## src/rtl/speedy_pkg.sv

```systemverilog
// Shared constants and helpers for the SPEEDY S-box arbiter slice.
// Holds the lane geometry, the 6-bit S-box table, the response struct
// and a ceiling-log2 helper for sizing counters and pointers.
package speedy_pkg;

  localparam int LANES   = 32;
  localparam int LANE_W  = 6;
  localparam int STATE_W = LANES * LANE_W;

  // S-box table in the cipher's native MSB-first bit numbering. Lanes in
  // this block keep bit 0 at the LSB, so lookups are wrapped in a reversal.
  localparam logic [LANE_W-1:0] SBOX_TBL [64] = '{
    6'h08, 6'h00, 6'h09, 6'h03, 6'h38, 6'h10, 6'h29, 6'h13,
    6'h0c, 6'h0d, 6'h04, 6'h07, 6'h30, 6'h01, 6'h20, 6'h23,
    6'h1a, 6'h12, 6'h18, 6'h32, 6'h3e, 6'h16, 6'h2c, 6'h36,
    6'h1c, 6'h1d, 6'h14, 6'h37, 6'h34, 6'h05, 6'h24, 6'h27,
    6'h02, 6'h06, 6'h0b, 6'h0f, 6'h33, 6'h17, 6'h21, 6'h15,
    6'h0a, 6'h1b, 6'h0e, 6'h1f, 6'h31, 6'h11, 6'h25, 6'h35,
    6'h22, 6'h26, 6'h2a, 6'h2e, 6'h3a, 6'h1e, 6'h28, 6'h3c,
    6'h2b, 6'h3b, 6'h2f, 6'h3f, 6'h39, 6'h19, 6'h2d, 6'h3d
  };

  // One queued result: S-box output plus the requester that produced it.
  typedef struct packed {
    logic [STATE_W-1:0] data;
    logic [1:0]         src;
  } rsp_t;

  // Ceiling log2, usable in constant expressions.
  function automatic int clog2(input int v);
    int r;
    r = 0;
    for (int i = 0; i < 31; i++) begin
      if ((1 << i) < v) r = i + 1;
    end
    return r;
  endfunction

  // Single 6-bit S-box in LSB-first lane numbering.
  function automatic logic [LANE_W-1:0] sbox6(input logic [LANE_W-1:0] x);
    logic [LANE_W-1:0] xr;
    logic [LANE_W-1:0] y;
    logic [LANE_W-1:0] yr;
    for (int i = 0; i < LANE_W; i++) xr[i] = x[LANE_W-1-i];
    y = SBOX_TBL[xr];
    for (int i = 0; i < LANE_W; i++) yr[i] = y[LANE_W-1-i];
    return yr;
  endfunction

endpackage

```

## src/rtl/speedy_sbox_layer.sv

```systemverilog
// Full SPEEDY S-box layer: 32 independent combinational 6-bit S-boxes,
// lane i at bits [6i+5:6i].
module speedy_sbox_layer
  import speedy_pkg::*;
(
  input  logic [STATE_W-1:0] din,
  output logic [STATE_W-1:0] dout
);

  for (genvar i = 0; i < LANES; i++) begin : g_lane
    assign dout[i*LANE_W +: LANE_W] = sbox6(din[i*LANE_W +: LANE_W]);
  end

endmodule

```

## src/rtl/speedy_sbox_arb.sv

```systemverilog
// Round-robin arbiter sharing one SPEEDY S-box layer between NREQ
// requesters, with a credit-controlled output FIFO of FIFO_DEPTH entries.
// Optional macro SPEEDY_SBOX_ARB_PIPE_EN inserts a register between the
// grant mux and the S-box layer (latency 2, in-flight counted as credit).
module speedy_sbox_arb
  import speedy_pkg::*;
#(
  parameter int NREQ       = 2,
  parameter int FIFO_DEPTH = 2
) (
  input  logic                    clk,
  input  logic                    rst_n,
  input  logic [NREQ-1:0]         req_valid,
  output logic [NREQ-1:0]         req_ready,
  input  logic [NREQ*STATE_W-1:0] req_data,
  output logic                    rsp_valid,
  input  logic                    rsp_ready,
  output logic [STATE_W-1:0]      rsp_data,
  output logic [1:0]              rsp_src
);

  localparam int AW = clog2(FIFO_DEPTH);
  localparam int CW = clog2(FIFO_DEPTH + 1);
`ifdef SPEEDY_SBOX_ARB_PIPE_EN
  localparam int STAGES = 1;
`else
  localparam int STAGES = 0;
`endif

  logic [1:0]         ptr_q;
  logic [CW-1:0]      occ_q;
  logic [AW-1:0]      wr_ptr_q;
  logic [AW-1:0]      rd_ptr_q;
  rsp_t               mem [FIFO_DEPTH];
  rsp_t               head;

  logic               pop;
  logic               push;
  logic               inflight;
  logic               credit;
  logic               hit;
  logic               gnt_any;
  logic [1:0]         gnt_idx;
  logic [STATE_W-1:0] gdata;
  logic [STATE_W-1:0] lay_in;
  logic [STATE_W-1:0] lay_out;
  logic [1:0]         push_src;
  logic [STAGES:0]    vld_pipe;

  assign rsp_valid = (occ_q != '0);
  assign pop       = rsp_valid & rsp_ready;

  // A slot is free if the entries already owned (queued or in flight)
  // minus the one leaving this cycle leave room; full+pop may still grant.
  assign credit = (int'(occ_q) + int'(inflight)) < (FIFO_DEPTH + int'(pop));

  // Round-robin pick: first valid at or above the pointer, else lowest valid.
  always_comb begin
    hit     = 1'b0;
    gnt_idx = '0;
    for (int r = 0; r < NREQ; r++) begin
      if (!hit && req_valid[r] && (r >= int'(ptr_q))) begin
        hit     = 1'b1;
        gnt_idx = 2'(r);
      end
    end
    for (int r = 0; r < NREQ; r++) begin
      if (!hit && req_valid[r]) begin
        hit     = 1'b1;
        gnt_idx = 2'(r);
      end
    end
    gnt_any = hit & credit & rst_n;
  end

  // One-hot ready towards the granted requester and its state mux.
  always_comb begin
    req_ready = '0;
    gdata     = '0;
    for (int r = 0; r < NREQ; r++) begin
      req_ready[r] = gnt_any && (gnt_idx == 2'(r));
      if (gnt_idx == 2'(r)) gdata = req_data[r*STATE_W +: STATE_W];
    end
  end

`ifdef SPEEDY_SBOX_ARB_PIPE_EN
  logic [STAGES:1]    vld_q;
  logic [STATE_W-1:0] stg_data_q;
  logic [1:0]         stg_src_q;

  assign vld_pipe = {vld_q, gnt_any};

  // Valid shift register; a reset drops whatever is in the stage.
  always_ff @(posedge clk or negedge rst_n) begin
    if (!rst_n) vld_q <= '0;
    else        vld_q <= vld_pipe[STAGES-1:0];
  end

  // Payload stage between grant mux and S-box layer, loaded on grant.
  always_ff @(posedge clk) begin
    if (gnt_any) begin
      stg_data_q <= gdata;
      stg_src_q  <= gnt_idx;
    end
  end

  assign lay_in   = stg_data_q;
  assign push_src = stg_src_q;
  assign inflight = vld_q[STAGES];
`else
  assign vld_pipe = gnt_any;
  assign lay_in   = gdata;
  assign push_src = gnt_idx;
  assign inflight = 1'b0;
`endif

  // Credit was reserved at grant time, so a push never overflows.
  assign push = vld_pipe[STAGES];

  speedy_sbox_layer u_layer (
    .din  (lay_in),
    .dout (lay_out)
  );

  // FIFO payload storage; not reset, the head is masked while empty.
  always_ff @(posedge clk) begin
    if (push) mem[wr_ptr_q] <= '{data: lay_out, src: push_src};
  end

  // FIFO pointers, occupancy and the round-robin pointer.
  always_ff @(posedge clk or negedge rst_n) begin
    if (!rst_n) begin
      wr_ptr_q <= '0;
      rd_ptr_q <= '0;
      occ_q    <= '0;
      ptr_q    <= '0;
    end else begin
      if (push) wr_ptr_q <= (wr_ptr_q == AW'(FIFO_DEPTH-1)) ? '0 : wr_ptr_q + AW'(1);
      if (pop)  rd_ptr_q <= (rd_ptr_q == AW'(FIFO_DEPTH-1)) ? '0 : rd_ptr_q + AW'(1);
      case ({push, pop})
        2'b10:   occ_q <= occ_q + CW'(1);
        2'b01:   occ_q <= occ_q - CW'(1);
        default: occ_q <= occ_q;
      endcase
      if (gnt_any) ptr_q <= (gnt_idx == 2'(NREQ-1)) ? 2'd0 : gnt_idx + 2'd1;
    end
  end

  assign head     = mem[rd_ptr_q];
  assign rsp_data = rsp_valid ? head.data : '0;
  assign rsp_src  = rsp_valid ? head.src  : 2'd0;

endmodule
```

## config.mk

```make
export PLATFORM = sky130hd
export DESIGN_NAME = speedy_sbox_arb
export DESIGN_NICKNAME = d
export VERILOG_FILES = /design/src/rtl/speedy_pkg.sv /design/src/rtl/speedy_sbox_layer.sv /design/src/rtl/speedy_sbox_arb.sv
export SDC_FILE = /design/constraint.sdc
export NUM_CORES = 1
export LEC_CHECK = 0
export ABC_AREA = 1
export BUFFER_PORTS_ARGS = -buffer_cell sky130_fd_sc_hd__buf_2
export CAP_MARGIN = 20
export CORE_AREA = 2 2 226 228
export CTS_BUF_LIST = sky130_fd_sc_hd__clkbuf_2 sky130_fd_sc_hd__clkbuf_4 sky130_fd_sc_hd__clkbuf_8
export DETAILED_ROUTE_END_ITERATION = 8
export DIE_AREA = 0 0 228 230
export GPL_TIMING_DRIVEN = 0
export PLACE_DENSITY = 0.75
export SLEW_MARGIN = 0
export SYNTH_ARGS = -nofsm -noshare
export SYNTH_HDL_FRONTEND = slang
export SYNTH_SLANG_ARGS = --single-unit
```

## constraint.sdc

```tcl
create_clock -name clk -period 10.5 [get_ports clk]
set_clock_uncertainty 0.05 [all_clocks]
set_input_delay 2.1 -clock clk [delete_from_list [all_inputs] [get_ports clk]]
set_output_delay 2.1 -clock clk [all_outputs]
set_load 0.1 [all_outputs]
```

-- After elaboration in Yosys (flattened, before gate mapping)
Memories as Yosys holds them, arrays and structs flattened.
Cells that the tools add are included.
- add/subtract/negate cells: 6
- magnitude comparators: 35
- eq/ne operators: 3
- mux-type cells: 81
- bitwise operators: 35
- reductions and logical operators: 13
- operators by type and width (cell ; count):
    $mux 192 ; 3
    $mux 6 ; 64
    $ge 7x7->1 const B ; 32
    $not 6->7 ; 32
    $mux 1 ; 10
    $logic_and 1x1->1 ; 7
    $mux 2 ; 3
    $add 2x1->2 const B ; 2
    $eq 2x1->1 const B ; 2
    $ge 1x2->1 const A ; 2
    $pmux 2 s2 ; 1
    $reduce_bool 2->1 ; 2
    $add 2x1->3 const A ; 1
    $and 1x1->1 ; 3
    $logic_not 1->1 ; 3
    $lt 2x3->1 ; 1
    $add 1x1->1 const B ; 2
    $eq 2x2->1 const B ; 1
    $logic_not 2->1 ; 1
    $sub 2x1->2 const B ; 1
- bits in registers: 6
- bits in writable memories: 388
- ROM bits: 12288
- input port bits: 389
- output and inout bits: 197
- word-level logic and storage cells: 210
- memories: 33
- memory list (name ; words ; width ; read ports ; clocked after Yosys merged registers in ; write ports ; line ; RTL):
    mem ; 2 ; 194 ; 1 ; 0 ; 1 ; speedy_sbox_arb.sv:34 ; rsp_t mem [FIFO_DEPTH];
    (name not given) ; 64 ; 6 ; 1 ; 0 ; 0 ; speedy_pkg.sv:45 ; y = SBOX_TBL[xr];
    (name not given) ; 64 ; 6 ; 1 ; 0 ; 0 ; speedy_pkg.sv:45 ;
    (name not given) ; 64 ; 6 ; 1 ; 0 ; 0 ; speedy_pkg.sv:45 ;
    (name not given) ; 64 ; 6 ; 1 ; 0 ; 0 ; speedy_pkg.sv:45 ;
    (name not given) ; 64 ; 6 ; 1 ; 0 ; 0 ; speedy_pkg.sv:45 ;
    27 more memories ; - ; - ; - ; - ; - ; - ;

-- Logic depth before layout (Yosys ltp)
- depth after elaboration: 20
- depth in mapped cells: 12
- gate-level depth less buffers: 11

-- Modules after synthesis
Synthesis repeated with hierarchy kept, for this count alone.
- cell total of the unflattened synthesis: 2949
- area, all modules: 22633.0 µm²
- modules (own cells, without submodules) (module ; instances ; cells an instance ; area an instance (µm²) ; sequential area each (µm²)):
    speedy_sbox_arb ; 1 ; 1688 ; 17026.3 ; 11716.2
    speedy_sbox_layer ; 1 ; 1261 ; 5606.6 ; 0.0

-- Worst setup path before layout
Ideal clock, no wire load.
- path kind: input port to flip-flop
- start point: in req_valid[1]
- end point: mem mem[0][0] (netlist name), enable pin
- library setup time: 750 ps
- arrival: 10796 ps
- data required time: 9700 ps
- path slack: -1096 ps
- stages on the path: 5
- path buffers: 3
- cell sequence: buf_4 -> buf_2 -> buf_2 -> o211ai_2 -> nor2_1
- longest elaborated chain between the ends: 13
- RTL lines (element ; line ; RTL):
    start, declared ; speedy_sbox_arb.sv:13 ; input logic [NREQ-1:0] req_valid,
    $logic_and 1x1->1 (2 in a row) ; speedy_sbox_arb.sv:62 ; if (!hit && req_valid[r] && (r >= int'(ptr_q))) begin
    $mux 1 ; speedy_sbox_arb.sv:62 ;
    $logic_not 1->1 ; speedy_sbox_arb.sv:68 ; if (!hit && req_valid[r]) begin
    $logic_and 1x1->1 ; speedy_sbox_arb.sv:68 ;
    $mux 1 ; speedy_sbox_arb.sv:68 ;
    $logic_not 1->1 ; speedy_sbox_arb.sv:68 ;
    $logic_and 1x1->1 ; speedy_sbox_arb.sv:68 ;
    $mux 1 * ; speedy_sbox_arb.sv:68 ;
    $and 1x1->1 * (2 in a row) ; speedy_sbox_arb.sv:73 ; gnt_any = hit & credit & rst_n;
    $mux 1 * ; speedy_sbox_arb.sv:127 ; if (push) mem[wr_ptr_q] <= '{data: lay_out, src: push_src};
    $mux 1 (implied by the code) * ; speedy_sbox_arb.sv:127 ;
    end, declared ; speedy_sbox_arb.sv:34 ;
Mark *: on every way between the ends. The rest lies on a longest branch, timed or not.

-- Worst setup path after layout
- start point: in req_valid[1]
- end point: out req_ready[0]
- elaborated cells between the ends (all ways): 16
- those cells by class: mux (6); bitwise (2); reduce/logical (8)
- RTL lines (element ; line ; RTL):
    $logic_and 1x1->1 (2 in a row) ; speedy_sbox_arb.sv:62 ;
    $mux 1 ; speedy_sbox_arb.sv:62 ;
    $logic_not 1->1 ; speedy_sbox_arb.sv:68 ;
    $logic_and 1x1->1 ; speedy_sbox_arb.sv:68 ;
    $mux 1 ; speedy_sbox_arb.sv:68 ;
    $logic_not 1->1 ; speedy_sbox_arb.sv:68 ;
    $logic_and 1x1->1 ; speedy_sbox_arb.sv:68 ;
    $mux 2 * ; speedy_sbox_arb.sv:68 ;
    net gnt_idx[0] ; speedy_sbox_arb.sv:43 ; logic [1:0] gnt_idx;
    $logic_not 2->1 * ; speedy_sbox_arb.sv:81 ; req_ready[r] = gnt_any && (gnt_idx == 2'(r));
    $logic_and 1x1->1 * ; speedy_sbox_arb.sv:81 ;
    end, declared ; speedy_sbox_arb.sv:14 ; output logic [NREQ-1:0] req_ready,
The timed path passes the listed nets; every way through them passes the cells marked *.

==> impl_summary.md <==
Clocking
At the later pin of the worst-skew pair, clock insertion delay measures between 0.6 and 0.7 ns. The H-tree was split into 3 levels. TritonCTS built the clock tree.

The clock sink count is between 300 and 400. The total setup buffers inserted after CTS is 0. The clock tree root driver cell is clkbuf_8. After clock tree synthesis, the clock-pin slew on the worst setup and hold paths is 0.06 ns.

The number of buffers inserted during clock tree synthesis is 70. Gates resized during post-CTS repair numbered 0. The maximum clock insertion buffer count is 3. The number of buffers inserted by hold repair at cts is 0.

Drt
The number of vias after detailed routing is between 20,000 and 30,000. The number of violations reported at the end of detailed-routing iteration 0 is approximately 3,500. In the routed layout, each cell is associated on average with a via count of ~5.6. The first-pass detailed-route iteration total is 9. The routed length per placed instance is ~22 um.

The antenna violation net count after detailed routing is 0. The final wirelength is between 100,000 and 150,000 um. For this run, design rule violations remaining after detail routing come to 1.

Worst setup path
The worst-case reg-to-reg path depth is 6. STA classifies the critical path endpoint as an output port. The worst register-to-register path ends at mem[1][73]. The cell count along the critical path is 7. Following the worst setup path forward leads to its endpoint at req_ready[0]. The worst reg-to-reg setup slack is 7.59 ns. In this run the worst setup path begins at req_valid[1]. The standard cell with the maximum stage delay on the critical path is buf_2. The class of the most critical setup path is in2out.

The reg-to-reg startpoint is occ_q[0]. The signal arrival time at the worst endpoint is about 4.2 ns. The startpoint type of the worst setup path is an input pin. The number of buffers and inverters on the critical path is 5. The largest single stage delay on the critical path is approximately 0.57 ns. The kind of cell adding the most delay to the critical path is buffers and inverters.

The critical path goes through buf_4 > inv_1 > a21oi_2 > buf_2 > buf_2 > nor2_1 > buf_2. Among the stages of the critical path, the cell type that occurs most often is buf_2. The data required time of the critical path is ~8.4 ns. Of all nets on the critical path, the largest fanout is 11.

Floorplanning
The floorplan step set the die height to ~230 um. For this configuration, the core starts out at a cell density of between 50 and 60%. The floorplan has 82 rows. The core area is roughly 50,000 um^2. In this run the count of I/O pins placed on the die edge is about 590. The area of the die is 52,440 um^2. The horizontal die dimension is around 230 um.

Global routing
The leftover overflow at the end of global routing is 0. The first global-routing pass estimated 154,600 um of wire. The maximum number of pins on one net before global-route repair is 32. The overall fraction of global-route tracks in use is approximately two fifths. The number of global-route vias before repair is 24,722. The initial antenna violation count was 9.

Layout
The fill cell total of the finished layout is between 4,000 and 5,000. Summing all multi-input logic gate instances after layout gives 11,220 um^2. The count of non-filler cells in the finished layout is between 4,000 and 5,000. Registers take 11,720 um^2. In the final layout, the share of cells above drive strength 1 is a little over a fifth. Leaving out fill and tap cells, the most frequent cells in the layout are nand2_1, buf_2, nand3_1. After the last flow step, the layout net total stands at 4,563. Relative to the synthesized area, the layout overhead comes to 22.08%. The most frequent standard cell in the layout excluding fill and tap cells is nand2_1.

Yosys
After synthesis, the share of flip-flops with an asynchronous set or reset is between 1 and 1.5%. The primary flip-flop cell chosen by synthesis mapping is edfxtp_1. The share of the synthesized area in the top cell type is 46.12%. In this run, synthesis produced a sequential element count of between 300 and 400. The net count after synthesis is 3,891.

The mean area per synthesized cell is a little over 7 um^2. Counting every instance in the synthesized netlist gives around 3,500. During synthesis, Yosys emitted a total of 0 warnings.

The sequential fraction of the synthesis area is a little under half. The cell type contributing the most total cell area after synthesis is edfxtp_1. After synthesis the cells add up to 25,130 um^2. The synthesized design contains between 300 and 400 enable-type register cells.

The netlist uses 28 different library cells. Ranked by total cell area, the synthesized netlist is headed by edfxtp_1, nand2_1, nand3_1.

STA
The highest achievable clock rate is around 0.16 GHz. The actual slew at the worst max-slew pin is about 1.3 ns. Headroom to the max-slew limit came out at ~14%. Setup violations remaining at the end of the flow were counted as 0.

The number of pins with negative max-slew slack in the final report is 0. The final count of hold timing violations is 0. The worst path in the final design needs a cycle of 6.372 ns, including I/O delays and setup. Of the available clock period, the critical path in the final layout requires around 61%. Setup repair after global routing left no endpoint under its margin.

Worst hold path
The path class of the tightest hold or removal check is reg2reg.

Placement
The routability congestion estimate from global placement is about 1. Buffers placed on the I/O ports in this run total roughly 600. The number of cells after detailed placement is 4,773.

The post-DP HPWL is roughly 80,000 um.

Run status
The final reports fail on design-rule violations. The flow ran to the end, but the final reports show violations.

Pwr
Power comes to ~11,000 uW. For this design the ratio of total power to cell area is 348.6 nW/um^2. The worst vdd rail ir drop is ~0.35 mV. The reported leakage power is 0.01544 uW.

Run
The max-cap violation count is 0.
-- power by group --
part / internal, uW / switching, uW / total (uW)
Combinational: 1090 / 5910 / 7000
Sequential: 2200 / 68.6 / 2270
Clock: 774 / 651 / 1420
Total: 4060 / 6630 / 10700
-- worst register-to-register path: cells and delay by family, from the launching register on --
kind / cells / cell delay [ns]
flops: 1 / 0.42
buf+inv: 3 / 0.77
compound gates: 2 / 0.52
simple gates: 1 / 0.81
-- kinds of logic after synthesis --
kind of cell / share of synthesized area, %
AOI/OAI and AO/OA: 7.956
xor gates and xnor gates: 0.1394
adders and majority gates: 0.04978
buffers and inverters: 8.778
DFF: 46.62
other: 0.01492
and+or+nand+nor: 36.44
-- cell type report --
| class | count | area share [%] |
|---|---|---|
| inverter | 398 | 4.870 |
| buffer | 141 | 2.325 |
| clock buffer | 96 | 3.838 |
| timing repair buffer | 600 | 10.75 |
| multi-input combinational | 2571 | 36.58 |
| sequential | 391 | 38.19 |
| tap | 672 | 2.741 |
| antenna | 14 | 0.1142 |
| clock inverter | 25 | 0.5873 |
-- cell usage after synthesis, types with 5 or more instances --
cell type,instances
nand2_1,1592
nand3_1,475
edfxtp_1,386
inv_1,355
a21oi_1,219
nand3b_1,67
clkbuf_1,62
o21ai_0,57
o21ai_1,48
buf_2,44
inv_2,43
nor2_1,39
o21ai_2,33
nand2_2,17
buf_4,16
buf_1,10
buf_6,9
o21bai_1,7
nand4_1,6
dfrtp_1,5
-- routing by layer --
layer  global-route usage (%)  part of all wire (%)  vias to the layer above
met1                    50.71                    36                    12700
li1                         -                     -                    12753
met3                    10.84                    13                      376
met4                    25.04                   6.6                        8
met5                    1.103                  0.10                        -
met2                    62.67                    44                     1882
-- flip-flops by register name, summed over array words and instances (netlist names) --
signal    cells
occ_q         2
rd_ptr_q      1
mem         386
ptr_q         1
wr_ptr_q      1
-- worst min-delay path by stage --
stage	cells after the start	endpoint	from	slack, ns
3_5_place_dp	2	ptr_q[0]	ptr_q[0]	0.42
5_1_grt	1	occ_q[1]	occ_q[1]	0.46
3_3_place_gp	2	ptr_q[0]	ptr_q[0]	0.42
6_report	2	ptr_q[0]	ptr_q[0]	0.44
2_1_floorplan	2	ptr_q[0]	ptr_q[0]	0.40
4_1_cts	2	ptr_q[0]	ptr_q[0]	0.44
-- stage by stage --
| step | setup TNS, ns | hold WS [ns] | area [um^2] | utilization (%) | worst slack (ns) |
|---|---|---|---|---|---|
| after CTS | 0 | 0.4392 | 30640 | 61.45 | 4.188 |
| after detailed placement | 0 | 0.4247 | 29290 | 58.73 | 4.190 |
| after global placement | -2598.23 | 0.4175 | 28890 | 57.94 | -6.755 |
| final | 0 | 0.4406 | 30680 | 61.53 | 4.128 |
| after floorplan | -423.11 | 0.4030 | 25130 | - | -1.096 |
| after global routing | 0 | 0.4590 | 30660 | 61.48 | 4.137 |
Power figures use the tool's default switching activity.
